--- src/rtl/load_store_unit_pkg.sv ---
// Shared types for the load/store unit.
//   XLEN            data/address width
//   load_funct3_t   RISC-V load funct3 codes
//   store_funct3_t  RISC-V store funct3 codes; the encodings overlap the loads
//   lsu_state_t     control states of the unit
//   req_fault()     misalignment / illegal-funct3 check applied on accept
package load_store_unit_pkg;

  localparam int XLEN = 32;

  typedef enum logic [2:0] {
    F3_LB  = 3'b000,
    F3_LH  = 3'b001,
    F3_LW  = 3'b010,
    F3_LBU = 3'b100,
    F3_LHU = 3'b101
  } load_funct3_t;

  typedef enum logic [2:0] {
    F3_SB = 3'b000,
    F3_SH = 3'b001,
    F3_SW = 3'b010
  } store_funct3_t;

  typedef enum logic [2:0] {
    ST_IDLE  = 3'd0,
    ST_ERR   = 3'd1,
    ST_STORE = 3'd2,
    ST_LOAD  = 3'd3,
    ST_RESP  = 3'd4
  } lsu_state_t;

  // 1 when the request is misaligned or its funct3 is illegal for its direction.
  // Stores only use 000/001/010, so the unsigned load codes fault for stores.
  function automatic logic req_fault(input logic wen, input logic [2:0] funct3,
                                     input logic [1:0] addr_lo);
    logic fault;
    case (funct3)
      3'b000:  fault = 1'b0;
      3'b001:  fault = addr_lo[0];
      3'b010:  fault = (addr_lo != 2'b00);
      3'b100:  fault = wen;
      3'b101:  fault = wen | addr_lo[0];
      default: fault = 1'b1;
    endcase
    return fault;
  endfunction

endpackage

--- src/rtl/load_store_unit_if.sv ---
// Request/response bundle between the pipeline and the load/store unit.
//   master: pipeline side (drives req_*, receives req_ready and resp_*)
//   slave : load/store unit side
interface load_store_unit_if
  import load_store_unit_pkg::*;
();

  logic            req_valid;
  logic            req_ready;
  logic            req_wen;
  logic [2:0]      req_funct3;
  logic [XLEN-1:0] req_addr;
  logic [XLEN-1:0] req_wdata;
  logic            resp_valid;
  logic [XLEN-1:0] resp_data;
  logic            resp_misaligned;

  modport master (
    output req_valid, req_wen, req_funct3, req_addr, req_wdata,
    input  req_ready, resp_valid, resp_data, resp_misaligned
  );

  modport slave (
    input  req_valid, req_wen, req_funct3, req_addr, req_wdata,
    output req_ready, resp_valid, resp_data, resp_misaligned
  );

endinterface

--- src/rtl/load_store_unit_load_ext.sv ---
// Combinational load-data extender, shared with the writeback stage.
//   funct3   in   load funct3 selecting width and signedness
//   rdata    in   raw data from memory (right-justified)
//   ext_data out  sign/zero-extended result; LW and unknown codes pass through
// Extending data the memory has already extended gives the same value.
module lsu_load_ext
  import load_store_unit_pkg::*;
(
  input  logic [2:0]      funct3,
  input  logic [XLEN-1:0] rdata,
  output logic [XLEN-1:0] ext_data
);

  // Width/sign selection from funct3.
  always_comb begin
    ext_data = rdata;
    case (funct3)
      3'b000:  ext_data = {{(XLEN-8){rdata[7]}}, rdata[7:0]};
      3'b001:  ext_data = {{(XLEN-16){rdata[15]}}, rdata[15:0]};
      3'b100:  ext_data = {{(XLEN-8){1'b0}}, rdata[7:0]};
      3'b101:  ext_data = {{(XLEN-16){1'b0}}, rdata[15:0]};
      default: ext_data = rdata;
    endcase
  end

endmodule

--- src/rtl/load_store_unit.sv ---
// Front end for data port A of the unified memory. Accepts one load/store at
// a time, checks alignment, drives the memory port, waits out the read
// latency and returns extended load data on a one-cycle response strobe.
//   clk, rst    clock, asynchronous active-high reset
//   bus         request/response bundle (slave side)
//   mem_addr    memory addrA
//   mem_sel     memory selA (funct3 passed through)
//   mem_wen     memory wenA, high only during the single store cycle
//   mem_wdata   memory dataA_i (store data, right-justified)
//   mem_rdata   memory dataA_o
// MEM_LAT (1..4) is the memory read latency in cycles.
module load_store_unit
  import load_store_unit_pkg::*;
#(
  parameter int MEM_LAT = 1
) (
  input  logic            clk,
  input  logic            rst,
  load_store_unit_if.slave bus,
  output logic [XLEN-1:0] mem_addr,
  output logic [2:0]      mem_sel,
  output logic            mem_wen,
  output logic [XLEN-1:0] mem_wdata,
  input  logic [XLEN-1:0] mem_rdata
);

  localparam int CNT_W = 3;

  lsu_state_t      state_r;
  logic [CNT_W-1:0] cnt_r;
  logic [2:0]      funct3_r;
  logic            resp_valid_r;
  logic [XLEN-1:0] resp_data_r;
  logic            resp_mis_r;
  logic [XLEN-1:0] ext_s;

  // Ready only in IDLE and forced low while reset is held.
  assign bus.req_ready       = (state_r == ST_IDLE) && !rst;
  assign bus.resp_valid      = resp_valid_r;
  assign bus.resp_data       = resp_data_r;
  assign bus.resp_misaligned = resp_mis_r;

  lsu_load_ext u_ext (
    .funct3   (funct3_r),
    .rdata    (mem_rdata),
    .ext_data (ext_s)
  );

  // Control FSM with registered response and memory-port outputs.
  always_ff @(posedge clk or posedge rst) begin
    if (rst) begin
      state_r      <= ST_IDLE;
      cnt_r        <= '0;
      funct3_r     <= 3'b000;
      resp_valid_r <= 1'b0;
      resp_data_r  <= '0;
      resp_mis_r   <= 1'b0;
      mem_addr     <= '0;
      mem_sel      <= 3'b000;
      mem_wen      <= 1'b0;
      mem_wdata    <= '0;
    end else begin
      // Both strobes last exactly one cycle.
      resp_valid_r <= 1'b0;
      mem_wen      <= 1'b0;
      case (state_r)
        ST_IDLE: begin
          if (bus.req_valid) begin
            funct3_r <= bus.req_funct3;
            if (req_fault(bus.req_wen, bus.req_funct3, bus.req_addr[1:0])) begin
              // Faulting requests never reach the memory port.
              state_r <= ST_ERR;
            end else begin
              mem_addr <= bus.req_addr;
              mem_sel  <= bus.req_funct3;
              if (bus.req_wen) begin
                mem_wen   <= 1'b1;
                mem_wdata <= bus.req_wdata;
                state_r   <= ST_STORE;
              end else begin
                // LOAD lasts MEM_LAT+1 cycles: counter runs MEM_LAT..0.
                cnt_r   <= CNT_W'(MEM_LAT);
                state_r <= ST_LOAD;
              end
            end
          end else begin
            state_r <= ST_IDLE;
          end
        end
        ST_ERR: begin
          resp_valid_r <= 1'b1;
          resp_data_r  <= '0;
          resp_mis_r   <= 1'b1;
          state_r      <= ST_RESP;
        end
        ST_STORE: begin
          resp_valid_r <= 1'b1;
          resp_data_r  <= '0;
          resp_mis_r   <= 1'b0;
          state_r      <= ST_RESP;
        end
        ST_LOAD: begin
          if (cnt_r == '0) begin
            // Read data is valid at the end of the last LOAD cycle.
            resp_valid_r <= 1'b1;
            resp_data_r  <= ext_s;
            resp_mis_r   <= 1'b0;
            state_r      <= ST_RESP;
          end else begin
            cnt_r <= cnt_r - CNT_W'(1);
          end
        end
        ST_RESP: begin
          state_r <= ST_IDLE;
        end
        default: begin
          state_r <= ST_IDLE;
        end
      endcase
    end
  end

endmodule

--- src/flat_wrapper.sv ---
// flat-port wrapper written by rule: the top's interface ports become plain ports
module load_store_unit_flat import load_store_unit_pkg::*;
#(
  parameter int MEM_LAT = 1
)
  (clk, rst, mem_addr, mem_sel, mem_wen, mem_wdata, mem_rdata, bus_req_valid, bus_req_wen, bus_req_funct3, bus_req_addr, bus_req_wdata, bus_req_ready, bus_resp_valid, bus_resp_data, bus_resp_misaligned);
  load_store_unit_if bus_i ();
  input  logic clk;
  input  logic rst;
  output logic [XLEN-1:0] mem_addr;
  output logic [2:0] mem_sel;
  output logic mem_wen;
  output logic [XLEN-1:0] mem_wdata;
  input  logic [XLEN-1:0] mem_rdata;
  input wire logic [$bits(bus_i.req_valid)-1:0] bus_req_valid;
  input wire logic [$bits(bus_i.req_wen)-1:0] bus_req_wen;
  input wire logic [$bits(bus_i.req_funct3)-1:0] bus_req_funct3;
  input wire logic [$bits(bus_i.req_addr)-1:0] bus_req_addr;
  input wire logic [$bits(bus_i.req_wdata)-1:0] bus_req_wdata;
  output wire logic [$bits(bus_i.req_ready)-1:0] bus_req_ready;
  output wire logic [$bits(bus_i.resp_valid)-1:0] bus_resp_valid;
  output wire logic [$bits(bus_i.resp_data)-1:0] bus_resp_data;
  output wire logic [$bits(bus_i.resp_misaligned)-1:0] bus_resp_misaligned;
  assign bus_i.req_valid = bus_req_valid;
  assign bus_i.req_wen = bus_req_wen;
  assign bus_i.req_funct3 = bus_req_funct3;
  assign bus_i.req_addr = bus_req_addr;
  assign bus_i.req_wdata = bus_req_wdata;
  assign bus_req_ready = bus_i.req_ready;
  assign bus_resp_valid = bus_i.resp_valid;
  assign bus_resp_data = bus_i.resp_data;
  assign bus_resp_misaligned = bus_i.resp_misaligned;
  load_store_unit #(.MEM_LAT(MEM_LAT)) u_core (.clk(clk), .rst(rst), .bus(bus_i), .mem_addr(mem_addr), .mem_sel(mem_sel), .mem_wen(mem_wen), .mem_wdata(mem_wdata), .mem_rdata(mem_rdata));
endmodule
--- config.mk ---
export PLATFORM = sky130hd
export DESIGN_NAME = load_store_unit_flat
export DESIGN_NICKNAME = d
export VERILOG_FILES = /design/src/rtl/load_store_unit_pkg.sv /design/src/rtl/load_store_unit_if.sv /design/src/rtl/load_store_unit_load_ext.sv /design/src/rtl/load_store_unit.sv /design/src/flat_wrapper.sv
export SDC_FILE = /design/constraint.sdc
export NUM_CORES = 1
export LEC_CHECK = 0
export CAP_MARGIN = 20
export CORE_MARGIN = 5
export CORE_UTILIZATION = 39
export CTS_BUF_LIST = sky130_fd_sc_hd__clkbuf_4
export DETAILED_ROUTE_END_ITERATION = 7
export HOLD_SLACK_MARGIN = 0.05
export PLACE_DENSITY = 0.79
export SYNTH_ARGS = -nofsm -noshare
export SYNTH_HDL_FRONTEND = slang
export SYNTH_HIERARCHICAL = 1
export SYNTH_SLANG_ARGS = --single-unit
--- constraint.sdc ---
create_clock -name clk -period 3.2 [get_ports clk]
set_input_delay 0.32 -clock clk [delete_from_list [all_inputs] [get_ports clk]]
set_output_delay 0.32 -clock clk [all_outputs]
set_load 0.02 [all_outputs]
==> impl_metrics.toml, run 1 <==
[run_status]
status = "finished, final reports clean"

[worst_setup_path]
cp.required_ns = 2.88
crit_arrival_ns = 1.94
path_cells = "nor4_1, clkdlybuf4s50_1"
cp_max_fo = 7
start_kind = "flop"
slowest_stage = "clkdlybuf4s50_1"
crit_path_end_kind = "output pin"
cp_slowest_stage_delay_ns = 0.70
path_class = "reg -> out"

[routing]
dr.pass1.iters = 4
drt_iter0_drc = 217
viasPerCell = 5.018
wl_per_cell_um = 17.40
wl_um = 11780
ant_nets = 0
routed-via-count = 3397
drc = 0

[clocking]
numCtsBuffers = 9
holdBufCountCts = 0
cts_sinks = 111
ctsResizeCount = 0
cts-root-buf = "clkbuf_4"
clock_latency_ns = 0.48
cts_setup_buffers = 0
cts_tree = "built"
htreeDepth = 3
clk_pin_slew_worst_paths_ns = 0.15
clockBufferDepth = 2

[placement]
portBuffers = 205
post_dp_cell_area_um2 = 6676
dpl_worst_slack_ns = 0.5921
dp_cells = 661
place_congestion = 0.7942
dp_hpwl_um = 8797

[pwr]
power.density_nw_per_um2 = 841.3
power_leakage_nw = 2.961
peakVddDrop_v = 0.0004775

[cells_and_area]
areaGrowthSynthToFinish_pct = 49.18
drive_above_1_share_pct = 18.91
final_nets = 634
final_util_pct = 59.44
final_cell_mix = "clkdlybuf4s50_1 (205), dfrtp_1 (111), mux2_2 (70)"
antenna_cells = 0
mostFrequentLayoutCell = "clkdlybuf4s50_1"
stdcell_area_um2 = 6817
fin_cells = 677

[sta]
grt_setup_unrepaired = "no"
slew_headroom_pct = 45.44
setup_tns_ns = 0
fmax_ghz = 0.4434
slew_violations = 0
finalHoldViolations = 0
clock_skew_ns = 0.02606
fin_crit_sh_pct = 70.48
fin_ws_ns = 0.9445
fin_crit_ns = 2.256
setup_violations = 0
worstMarginPinSlew_ns = 0.8155

[global_routing]
grt_pass1_vias = 3738
grt_pass1_wl_um = 19620
grt_max_degree = 43
grt_usage_pct = 17.26
antenna_found_initial = 0
grt_remaining_overflow = 0

[floorplanning]
dieWidth_um = 118.2
core_area_um2 = 11470
io_pins = 206
fp-row-count = 39
initial_core_util_pct = 39.85
dieArea_um2 = 13980
die_h_um = 118.2

[logic_synthesis]
synthesis.area_um2 = 4569
synth.distinct_cells = 38
syn_inst = 338
syn-num-nets = 443
synth_warnings = 6
synth-seq-cells = 111
avgSynthCellArea_um2 = 13.52
ys_seq_area_share_pct = 60.79

[min_path]
hold_path.class = "in -> async"

[flow_run]
cap_violations = 0
## worst paths after layout
| path | from | endpoint | slack [ns] | cells past startpoint |
|---|---|---|---|---|
| max | u_core/state_r[2] | bus_req_ready | 0.94 | 2 |
| min | rst | u_core/funct3_r[1] | 0.38 | 2 |
| max reg2reg | u_core/state_r[0] | u_core/mem_wdata[20] | 1.04 | 5 |
| min in group clk | mem_rdata[0] | u_core/bus.resp_data[0] | 0.42 | 2 |
| max in group asynchronous | rst | u_core/bus.resp_data[29] | 1.94 | 3 |
| min reg2reg | u_core/cnt_r[1] | u_core/cnt_r[1] | 0.50 | 1 |
## registers in the layout, summed over array words and instances (netlist names)
register                    cells
u_core/mem_addr                32
u_core/funct3_r                 3
u_core/mem_sel                  3
u_core/cnt_r                    3
u_core/bus.resp_valid           1
u_core/bus.resp_data           32
u_core/state_r                  3
u_core/mem_wen                  1
u_core/bus.resp_misaligned      1
u_core/mem_wdata               32
## worst max-delay path, delay by kind of cell (launching register included)
family,cells,cell delay (ns)
buffers and inverters,1,0.70
DFF,1,0.48
and+or+nand+nor,1,0.30
## stage by stage
stage	hold WS [ns]	total power [mW]
2_1_floorplan	0.4438	3.733
3_3_place_gp	0.4615	5.007
3_5_place_dp	0.4664	5.072
4_1_cts	0.3544	5.802
5_1_grt	0.3826	6.086
6_report	0.3762	5.735
## cells in the mapped netlist
cell type	n	area [µm²]
a211o_1	1	8.760
a21o_1	1	7.510
a21oi_1	2	10.01
a221o_2	1	11.26
a22o_1	32	280.3
a31oi_1	1	6.260
and2_1	1	6.260
and3_1	1	6.260
and3_4	1	11.26
buf_2	4	20.02
buf_4	12	90.09
buf_6	2	22.52
clkbuf_1	10	37.54
clkbuf_2	2	10.01
dfrtp_1	111	2778
ha_1	2	25.02
inv_1	8	30.03
mux2_2	70	788.3
mux2i_1	1	10.01
mux2i_2	1	13.76
nand2_1	28	105.1
nand2_2	1	6.260
nand2b_1	2	12.51
nand3b_1	1	7.510
nor2_1	3	11.26
nor2b_1	1	6.260
nor3b_1	1	7.510
nor4_1	1	6.260
nor4b_4	1	23.77
o21a_1	1	7.510
o21ai_0	25	125.1
o21ai_1	1	5.000
o22a_1	1	8.760
o22ai_1	1	6.260
o31ai_1	2	15.01
or2_1	1	6.260
or4_4	2	22.52
or4b_4	1	13.76
## where the power goes
part / total, mW / switching, mW / internal (mW)
Sequential: 2.27 / 0.351 / 1.92
Clock: 0.714 / 0.456 / 0.259
Combinational: 2.75 / 1.32 / 1.43
Total: 5.73 / 2.13 / 3.61
## per-layer routing
metal  share of wire, %  track usage (%)
met4                1.6            6.022
met3                9.9            7.545
met1                 40            20.08
met2                 49            28.48
met5                  0                0
## layout make-up
| cell class | count | area [µm²] |
|---|---|---|
| Clock buffer | 11 | 82.58 |
| Inverter | 8 | 33.78 |
| Fill cell | 935 | 4651 |
| Multi-Input combinational cell | 189 | 1584 |
| Sequential cell | 111 | 2778 |
| Clock inverter | 5 | 57.56 |
| Timing Repair Buffer | 210 | 2102 |
| Tap cell | 143 | 178.9 |
## logic make-up after synthesis
kind of cell	count (synthesis)	share of synthesized area, %
compound gates	69	10.76
fa+ha+maj	2	0.5476
buf+inv	38	4.600
flops	111	60.79
mux	72	17.77
simple gates	46	5.532
Power figures use the tool's default switching activity.
==> run 2: changes to the inputs <==
--- a/config.mk
+++ b/config.mk
@@ -7,11 +7,11 @@
 export LEC_CHECK = 0
 export CAP_MARGIN = 20
 export CORE_MARGIN = 5
-export CORE_UTILIZATION = 39
+export CORE_UTILIZATION = 40
 export CTS_BUF_LIST = sky130_fd_sc_hd__clkbuf_4
 export DETAILED_ROUTE_END_ITERATION = 7
 export HOLD_SLACK_MARGIN = 0.05
-export PLACE_DENSITY = 0.79
+export PLACE_DENSITY = 0.77
 export SYNTH_ARGS = -nofsm -noshare
 export SYNTH_HDL_FRONTEND = slang
 export SYNTH_HIERARCHICAL = 1
==> constraint.sdc (replaced) <==
create_clock -name clk -period 2.1 [get_ports clk]
set_input_delay 0.21 -clock clk [delete_from_list [all_inputs] [get_ports clk]]
set_output_delay 0.21 -clock clk [all_outputs]
set_load 0.02 [all_outputs]
==> impl_metrics.toml, run 2 (synthesis gave the netlist of run 1 again) <==
[run_status]
status = "finished, final reports clean"

[sta]
fin_crit_sh_pct = 90.34
fmax_ghz = 0.5271
grt_setup_unrepaired = "no"
setup_violations = 0
worstMarginPinSlew_ns = 0.6840
fin_ws_ns = 0.2028
slew_headroom_pct = 53.50
clock_skew_ns = 0.01331
slew_violations = 0
finalHoldViolations = 0
fin_crit_ns = 1.897
fin_hold_ws_ns = 0.2537

[routing]
wl_per_cell_um = 17.96
drt_iter0_drc = 283
dr.pass1.iters = 4
drc = 0
viasPerCell = 5.070
ant_nets = 0
wl_um = 12290
routed-via-count = 3468

[worst_setup_path]
crit_arrival_ns = 1.69
path_class = "reg -> out"
r2r-start = "u_core/state_r[1]"
ff2ff_path_depth = 5
crit_path_end_kind = "output pin"
slowest_stage = "dfrtp_1"
cp.required_ns = 1.89
path_cells = "nor4_1, dlygate4sd2_1"
cp_num_buf_inv = 1
cp_slowest_stage_delay_ns = 0.47
cp_max_fo = 7
ff2ff_setup_slack_ns = 0.22
timing.rr.end = "u_core/mem_wdata[15]"
crit_family = "flip-flops"
start_kind = "flop"

[min_path]
hold_path.class = "in -> async"

[clocking]
clockBufferDepth = 2
cts-root-buf = "clkbuf_4"
holdBufCountCts = 0
cts_tree = "built"
clock_latency_ns = 0.44
clk_pin_slew_worst_paths_ns = 0.16
htreeDepth = 3
cts_sinks = 111
numCtsBuffers = 9

[cells_and_area]
antenna_cells = 0
mostFrequentLayoutCell = "clkdlybuf4s50_1"
areaGrowthSynthToFinish_pct = 50.99
final_nets = 643
final_cell_mix = "clkdlybuf4s50_1 (204), dfrtp_1 (111), mux2_2 (70)"
drive_above_1_share_pct = 19.78
stdcell_area_um2 = 6899
fin_cells = 684

[placement]
portBuffers = 205
dpl_worst_slack_ns = -0.1193
post_dp_cell_area_um2 = 6782
place_congestion = 0.8558
dp_cells = 670
dp_hpwl_um = 9255

[pwr]
power.density_nw_per_um2 = 1274
p_comb_share_pct = 50.0
totalPowerFinal_mw = 8.786
power_frac_seq_pct = 38.5
p_sw_mw = 3.262
clockPowerShare_pct = 11.4
power_leakage_nw = 3.005
peakVddDrop_v = 0.0008054
power.internal_mw = 5.524
switching_share_pct = 37.13

[floorplanning]
dieArea_um2 = 13660
dieWidth_um = 116.9
core_area_um2 = 11320
die_h_um = 116.9
io_pins = 206
fp-row-count = 39
initial_core_util_pct = 40.36

[global_routing]
grt_pass1_vias = 3714
antenna_found_initial = 0
grt_usage_pct = 17.98
grt_max_degree = 83
grt_remaining_overflow = 0
grt_pass1_wl_um = 19020

[flow_run]
cap_violations = 0
## run 2: cell types whose count changed in the layout (fill, tap and decap cells not counted)
cell and change:
inv_6 -1, dlygate4sd2_1 +1, clkinv_1 +1, buf_12 +3, clkbuf_4 -2, buf_4 +6
clkinv_4 -1, clkdlybuf4s50_1 -1, clkinvlp_4 +1
## run 2: cell type report
| cell class | instances | area [µm²] |
|---|---|---|
| inverters | 8 | 33.78 |
| fillers | 921 | 4422 |
| multi-input cells | 189 | 1584 |
| repair buffers | 219 | 2206 |
| clock buffers | 9 | 67.56 |
| well taps | 143 | 178.9 |
| flip-flops and latches | 111 | 2778 |
| clock inverters | 5 | 51.30 |
## run 2: worst max path at each step
| stage | start | to | slack [ns] | cells after the start |
|---|---|---|---|---|
| CTS | u_core/state_r[2] | bus_req_ready | 0.12 | 2 |
| global route | u_core/state_r[2] | bus_req_ready | 0.1 | 2 |
| global placement | bus_req_addr[0] | u_core/cnt_r[1] | -0.10 | 5 |
| finish | u_core/state_r[2] | bus_req_ready | 0.20 | 2 |
| floorplan | u_core/state_r[1] | u_core/mem_wdata[10] | 0.23 | 6 |
| detailed placement | bus_req_addr[0] | u_core/cnt_r[1] | -0.12 | 5 |
## run 2: routing by layer
metal  global-route usage, %  vias to the layer above  routed length [µm]
li1                        -                     1592                   -
met1                   21.08                     1687                4573
met2                   28.90                      182                5779
met3                   9.769                        7                1855
met4                   4.817                        0                  76
met5                       0                        -                   0
## run 2: stage by stage
| step | utilization (%) | TNS (ns) |
|---|---|---|
| floorplan | - | 0 |
| global placement | 59.90 | -1.888 |
| detailed placement | 59.90 | -1.896 |
| CTS | 60.94 | 0 |
| global route | 60.94 | 0 |
| finish | 60.94 | 0 |
## run 2: power by group through the flow
stage | sequential, mW | combinational (mW) | clock, mW
floorplan | 4.28 | 1.41 | 0
global placement | 3.39 | 4.36 | 0
detailed placement | 3.43 | 4.44 | 0
CTS | 3.40 | 4.46 | 1.05
global route | 3.51 | 4.69 | 1.13
finish | 3.39 | 4.40 | 1.00
## run 2: worst min-delay path: cells and delay by family
family   cells  cell delay [ns]
buf+inv      3             0.93
## run 2: repair_timing
action | 4_1_cts | 5_1_grt
gates resized for setup | 1 | 0
setup endpoints to repair | 1 | 0
endpoints found under the hold margin | 0 | 0
setup buffers | 0 | 0
